--- src/rtl/icb_word_copier_pkg.sv ---
// Shared definitions for the ICB word copier: FSM state encoding, write-mask
// constants and the word-address increment helper.
package icb_word_copier_pkg;

  typedef enum logic [2:0] {
    ST_IDLE   = 3'd0,
    ST_RD_CMD = 3'd1,
    ST_RD_RSP = 3'd2,
    ST_WR_CMD = 3'd3,
    ST_WR_RSP = 3'd4,
    ST_DONE   = 3'd5
  } state_e;

  localparam logic [3:0] WMASK_NONE = 4'b0000;
  localparam logic [3:0] WMASK_ALL  = 4'b1111;

  // Addresses are tracked as word indices, so +1 here is +4 bytes with 2^32 wrap.
  function automatic logic [29:0] next_word(input logic [29:0] w);
    return w + 30'd1;
  endfunction

endpackage

--- src/rtl/icb_word_copier.sv ---
// Copies len_words 32-bit words from src_addr to dst_addr over an ICB initiator,
// one read/write pair at a time with a single transaction outstanding.
module icb_word_copier
  import icb_word_copier_pkg::*;
#(
  parameter int simulation_delay = 1,
  parameter int len_width        = 16
) (
  input  logic                 m_icb_aclk,
  input  logic                 m_icb_aresetn,
  input  logic                 start,
  input  logic [31:0]          src_addr,
  input  logic [31:0]          dst_addr,
  input  logic [len_width-1:0] len_words,
  output logic                 busy,
  output logic                 done,
  output logic                 err,
  output logic [31:0]          m_icb_cmd_addr,
  output logic                 m_icb_cmd_read,
  output logic [31:0]          m_icb_cmd_wdata,
  output logic [3:0]           m_icb_cmd_wmask,
  output logic                 m_icb_cmd_valid,
  input  logic                 m_icb_cmd_ready,
  input  logic [31:0]          m_icb_rsp_rdata,
  input  logic                 m_icb_rsp_err,
  input  logic                 m_icb_rsp_valid,
  output logic                 m_icb_rsp_ready
);

  state_e               state_q;
  logic [29:0]          src_q;
  logic [29:0]          dst_q;
  logic [len_width-1:0] rem_q;
  logic                 err_q;
  logic [31:0]          hold_q;

  always_ff @(posedge m_icb_aclk or negedge m_icb_aresetn) begin
    if (!m_icb_aresetn) begin
      state_q <= ST_IDLE;
      src_q   <= '0;
      dst_q   <= '0;
      rem_q   <= '0;
      err_q   <= 1'b0;
    end else begin
      case (state_q)
        ST_IDLE: begin
          if (start) begin
            src_q   <= src_addr[31:2];
            dst_q   <= dst_addr[31:2];
            rem_q   <= len_words;
            err_q   <= 1'b0;
            state_q <= (len_words == '0) ? ST_DONE : ST_RD_CMD;
          end
        end
        ST_RD_CMD: begin
          if (m_icb_cmd_ready) state_q <= ST_RD_RSP;
        end
        ST_RD_RSP: begin
          if (m_icb_rsp_valid) begin
            if (m_icb_rsp_err) begin
              err_q   <= 1'b1;
              state_q <= ST_DONE;
            end else begin
              state_q <= ST_WR_CMD;
            end
          end
        end
        ST_WR_CMD: begin
          if (m_icb_cmd_ready) state_q <= ST_WR_RSP;
        end
        ST_WR_RSP: begin
          if (m_icb_rsp_valid) begin
            if (m_icb_rsp_err) begin
              err_q   <= 1'b1;
              state_q <= ST_DONE;
            end else begin
              src_q   <= next_word(src_q);
              dst_q   <= next_word(dst_q);
              rem_q   <= rem_q - len_width'(1);
              state_q <= (rem_q == len_width'(1)) ? ST_DONE : ST_RD_CMD;
            end
          end
        end
        ST_DONE: state_q <= ST_IDLE;
        default: state_q <= ST_IDLE;
      endcase
    end
  end

  // Read data is pure payload; it is always rewritten before the write uses it.
  always_ff @(posedge m_icb_aclk) begin
    if (state_q == ST_RD_RSP && m_icb_rsp_valid) hold_q <= m_icb_rsp_rdata;
  end

  assign busy            = (state_q != ST_IDLE);
  assign done            = (state_q == ST_DONE);
  assign err             = err_q;
  assign m_icb_cmd_valid = (state_q == ST_RD_CMD) || (state_q == ST_WR_CMD);
  assign m_icb_cmd_read  = (state_q == ST_RD_CMD);
  assign m_icb_cmd_addr  = (state_q == ST_WR_CMD) ? {dst_q, 2'b00} : {src_q, 2'b00};
  assign m_icb_cmd_wdata = hold_q;
  assign m_icb_cmd_wmask = (state_q == ST_WR_CMD) ? WMASK_ALL : WMASK_NONE;
  assign m_icb_rsp_ready = (state_q == ST_RD_RSP) || (state_q == ST_WR_RSP);

  logic unused_ok;
  assign unused_ok = (^{src_addr[1:0], dst_addr[1:0]}) ^ (simulation_delay != 0);

endmodule

--- config.mk ---
export PLATFORM = sky130hd
export DESIGN_NAME = icb_word_copier
export DESIGN_NICKNAME = d
export VERILOG_FILES = /design/src/rtl/icb_word_copier_pkg.sv /design/src/rtl/icb_word_copier.sv
export SDC_FILE = /design/constraint.sdc
export NUM_CORES = 1
export LEC_CHECK = 0
export ABC_CLOCK_PERIOD_IN_PS = 3930
export CAP_MARGIN = 20
export CORE_ASPECT_RATIO = 2
export CORE_UTILIZATION = 40
export DETAILED_ROUTE_END_ITERATION = 8
export PLACE_DENSITY = 0.72
export SLEW_MARGIN = 25
export SYNTH_ARGS = -nofsm -noshare
export SYNTH_HDL_FRONTEND = slang
export SYNTH_SLANG_ARGS = --single-unit
--- constraint.sdc ---
create_clock -name m_icb_aclk -period 3.93 [get_ports m_icb_aclk]
set_clock_uncertainty 0.2 [all_clocks]
set_input_delay 0.393 -clock m_icb_aclk [delete_from_list [all_inputs] [get_ports m_icb_aclk]]
set_output_delay 0.393 -clock m_icb_aclk [all_outputs]
set_load 0.02 [all_outputs]
* Yosys cells after proc, flatten, opt, wreduce, memory -nomap -nowiden *
Cells that the tools add are included.

cells by class
  $add $sub $neg = 3
  equal/unequal tests = 14
  reduce and logical (&&, ||, !) cells = 12
  multiplexer cells = 28

operators by type and width
  cell                     number
  $mux W30                 6
  $pmux W30 S2             2
  $add A30 B1 Y30 const B  2
  $mux W16                 3
  $mux W32                 1
  $pmux W16 S2             1
  $mux W3                  9
  $eq A16 B1 Y1 const B    1
  $logic_not A16 Y1        1
  $sub A16 B1 Y16 const B  1
  $pmux W3 S5              1
  $ne A2 B2 Y1 const B     5
  $reduce_and A4 Y1        2
  $eq A3 B2 Y1 const B     2
  $eq A3 B3 Y1 const B     2
  $ne A2 B1 Y1 const B     3
  $reduce_and A5 Y1        1
  $mux W4                  1
  $reduce_bool A2 Y1       2
  $eq A3 B1 Y1 const B     1
  $logic_not A3 Y1         1
  $mux W1                  3
  $reduce_bool A3 Y1       1
  $logic_or A1 B1 Y1       2
  3 further kinds          3

storage, ports and cells
  register bits = 112
  word-level logic and storage cells = 63

* Logic depth before layout (Yosys ltp) *
  depth in word-level cells = 5
  mapped depth = 8
  depth with buffers taken out = 7

* Least setup slack after synthesis *
OpenSTA, ideal clock, no wires.

  kind = reg2reg
  from = reg state_q[1]
  to = reg hold_q[0] (netlist: m_icb_cmd_wdata[0]) (enable)
  cell stages (with the launch flop) = 4
  library setup time = 461 ps
  path buffers = 1
  arrival time = 2,976 ps
  setup slack = 292 ps
  cells stage by stage = dfrtp_1 > buf_1 > nand2_1 > nor3_1

on the way
  longest elaborated chain between the ends = 2

ends and longest elaborated chain
  item                    RTL line               source
  start, declared         icb_word_copier.sv:30  state_e state_q;
  start signal, assigned  icb_word_copier.sv:52  state_q <= (len_words == '0) ? ST_DONE : ST_RD_CMD;
  start signal, assigned  icb_word_copier.sv:80  state_q <= (rem_q == len_width'(1)) ? ST_DONE : ST_RD_CMD;
  $eq A3 B2 Y1            icb_word_copier.sv:92  if (state_q == ST_RD_RSP && m_icb_rsp_valid) hold_q <= m_icb_rsp_rdata;
  $logic_and A1 B1 Y1     icb_word_copier.sv:92
  end signal, assigned    icb_word_copier.sv:92
  end, declared           icb_word_copier.sv:35  logic [31:0] hold_q;

Every way passes these cells.
A chain may end at the register's enable or synchronous reset.

* Final worst setup path *
  from = reg state_q[0]
  to = out m_icb_cmd_addr[18]

on the way
  longest elaborated chain between the ends = 2

ends and longest elaborated chain
  item           RTL line                source
  $eq A3 B2 Y1   icb_word_copier.sv:100  assign m_icb_cmd_addr = (state_q == ST_WR_CMD) ? {dst_q, 2'b00} : {src_q, 2'b00};
  $mux W32       icb_word_copier.sv:100
  end, declared  icb_word_copier.sv:18   output logic [31:0] m_icb_cmd_addr,

Every way passes these cells.

==> flow_summary.toml <==
[detailed_routing]
routedWlPerCell_um = 18.42
ant_nets = 0
drt-initial-drc-count = 424
first_pass_iters = 5
vias = 6377
drt_wl_total_um = 19930
drc = 0
via_per_inst = 5.894

[cts]
htreeDepth = 3
cts_root_buffer = "clkbuf_16"
clk_latency_ps = 360
tritoncts = "yes"
cts.path.max_buffers = 2
clk_pin_slew_ps = 80
cts_buffers = 9
cts_sinks = 112

[timing]
grt_setup_unrepaired = "no"
hold_viol = 0
fin_crit_ps = 3328
worst_hold_slack_ps = 314.9
period_share_pct = 84.68
finalSetupViolations = 0
max_freq_mhz = 300.5
fin_tns_setup_ps = 0
relSlewSlack_pct = 29.18
tightest_slew_ps = 1053
slew_viol_final = 0
fin_ws_ps = 602.2

[power]
switchingPower_mw = 2.613
power_frac_seq_pct = 36.1
pwr_density_cell_mw_per_mm2 = 696.9
switching_share_pct = 42.67
p_total_mw = 6.124
power.share.combinational_pct = 48.0
power.leakage_nw = 3.226
irDropWorstVdd_v = 0.0004916
pwr-share-clk_pct = 15.9
p_int_mw = 3.511

[floorplanning]
std_cell_rows = 65
pin_count = 192
fp.coreArea_sq_mm = 0.01578
fp.dieArea_sq_mm = 0.01674
die_w_um = 91.98
dieHeight_um = 182.0
initial_utilization_pct = 41.05

[hold_path]
min_from = "rem_q[7]$_DFFE_PN0P_"
hold_path_depth = 1
min_to = "rem_q[7]$_DFFE_PN0P_"
hp-class = "reg -> reg"

[setup_path]
critPathArrivalTime_ps = 2730
startpoint = "state_q[0]$_DFFE_PN0P_"
end_kind = "primary output"
path_buf_inv = 3
rr_endpoint = "src_q[20]$_DFFE_PN0P_"
slowest_delay_ps = 550
startpoint_type = "register"
crit_type = "reg -> out"
slowest_stage = "dfrtp_1"
worst-endpoint-required_ps = 3340
r2r-start = "state_q[1]$_DFFE_PN0P_"
cp_cell_sequence = "inv_1 -> nor2_1 -> nand2_1 -> buf_4 -> mux2_2 -> clkdlybuf4s50_1"
crit_family = "buffers and inverters"
regToRegSetupSlack_ps = 1280
worstRegToRegCells = 6
critPathMaxFanout = 36

[outcome]
status = "finished, final reports clean"

[layout]
postLayoutCellArea_sq_mm = 0.008787
drive_above_1_share_pct = 7.605
num_antenna_cells = 0
syn_to_final_growth_pct = 35.66
multi_input_area_sq_mm = 0.003254
fill_cells = 1462
nets = 998
regArea_sq_mm = 0.002963

[global_route]
grtUsageTotal_pct = 24.11
grt_max_degree = 118
grt_pass1_vias = 6115
grt_pass1_wl_um = 31590
antenna_found_initial = 0
overflow = 0

[yosys]
synthTopCellsByArea = "dfrtp_1, edfxtp_1, a21oi_1"
yosys.area.top_type_share_pct = 30.91
synth.distinct_cells = 58
synth_edf_count = 32
synth_flop_cell = "dfrtp_1"
avgSynthCellArea_sq_um = 8.972
syn_area_sq_mm = 0.006477
synth_top_cell_by_area = "dfrtp_1"
netlist_top_cells_count = "a21oi_1, dfrtp_1, nand2_1, nor2_1, o21ai_0"
ys_ff_latch = 112
synthArstFlopShare_pct = 71.43
synth.yosys.seq_area_share_pct = 45.74
synthCells = 722
yosysWarnings = 0
yosys.cell_count.top_type = "a21oi_1"

[place]
gp_congestion = 0.9043
dpl.hpwl_um = 14190
dp_slack_ps = 1011
placed_cell_area_sq_mm = 0.008471
portBuffers = 185

[run]
max-cap-violations = 0
-- placed cells by master, fill, tap and decap left out, types with 26 or more instances in the layout --
master           synthesis  final
o21ai_0                 50     50
nand3_1                 45     45
o22ai_1                 27     27
nand2_1                 68     68
edfxtp_1                32     32
dfrtp_1                 80     80
a21oi_1                 81     81
a2bb2oi_1               31     31
clkdlybuf4s50_1          0    184
mux2_2                  26     26
nor2_1                  54     54
-- metal layers --
| metal | track usage (%) | routed length [um] | vias up |
|---|---|---|---|
| met5 | 0 | 0 | - |
| met4 | 14.37 | 1035 | 0 |
| met3 | 4.648 | 1197 | 57 |
| met2 | 42.48 | 10370 | 247 |
| met1 | 26.34 | 7334 | 3045 |
| li1 | - | - | 3028 |
-- area by class of cell --
cell class,count,share of cell area [%]
multi-input cells,543,37.04
repair buffers,196,22.30
clock buffers,10,2.606
flip-flops and latches,112,33.72
inverters,14,0.5980
clock inverters,6,0.8828
well taps,201,2.862
-- how the worst max path moves through the flow --
stage	end	cells past startpoint
after detailed placement	src_q[29]$_DFFE_PN0P_	6
after CTS	m_icb_cmd_addr[18]	6
final	m_icb_cmd_addr[18]	6
after floorplan	m_icb_cmd_wdata[0]$_DFFE_PP_	3
after global routing	m_icb_cmd_addr[6]	6
after global placement	m_icb_cmd_addr[18]	6
-- metrics by stage --
| step | std cells | util, % |
|---|---|---|
| floorplan | 723 | - |
| global placement | 1065 | 53.69 |
| detailed placement | 1065 | 53.69 |
| CTS | 1082 | 55.69 |
| global route | 1082 | 55.69 |
| finish | 1082 | 55.69 |
-- flip-flops by register name (all words and copies together) (netlist names) --
signal and cells:
src_q 30, m_icb_cmd_wdata 32, state_q 3, err 1, dst_q 30, rem_q 16
-- power groups by stage --
stage	registers [mW]	logic, mW	clock network [mW]
final	2.21	2.94	0.972
after global routing	2.28	3.21	1.04
after CTS	2.20	2.95	0.992
after detailed placement	2.22	2.94	0
after global placement	2.20	2.89	0
after floorplan	2.07	1.91	0
-- worst register-to-register path: cells and delay by family, from the launching register on --
kind / cells / cell delay, ps
AOI/OAI and AO/OA: 2 / 270
and+or+nand+nor: 3 / 1140
DFF: 1 / 580
buffers and inverters: 1 / 340
-- cells by family after synthesis --
| family | share of synthesized area [%] |
|---|---|
| simple gates | 20.84 |
| mux | 5.447 |
| flops | 45.74 |
| other cells | 0.05789 |
| buf+inv | 4.462 |
| compound gates | 22.54 |
| xor+xnor | 0.1352 |
| fa+ha+maj | 0.7727 |
-- what timing repair did --
action | CTS | global route
setup buffers | 0 | 0
endpoints found under the hold margin | 58 | 0
setup endpoints to repair | 0 | 0
hold buffers | 1 | 0
resized for setup | 0 | 0
Power figures use the tool's default switching activity.
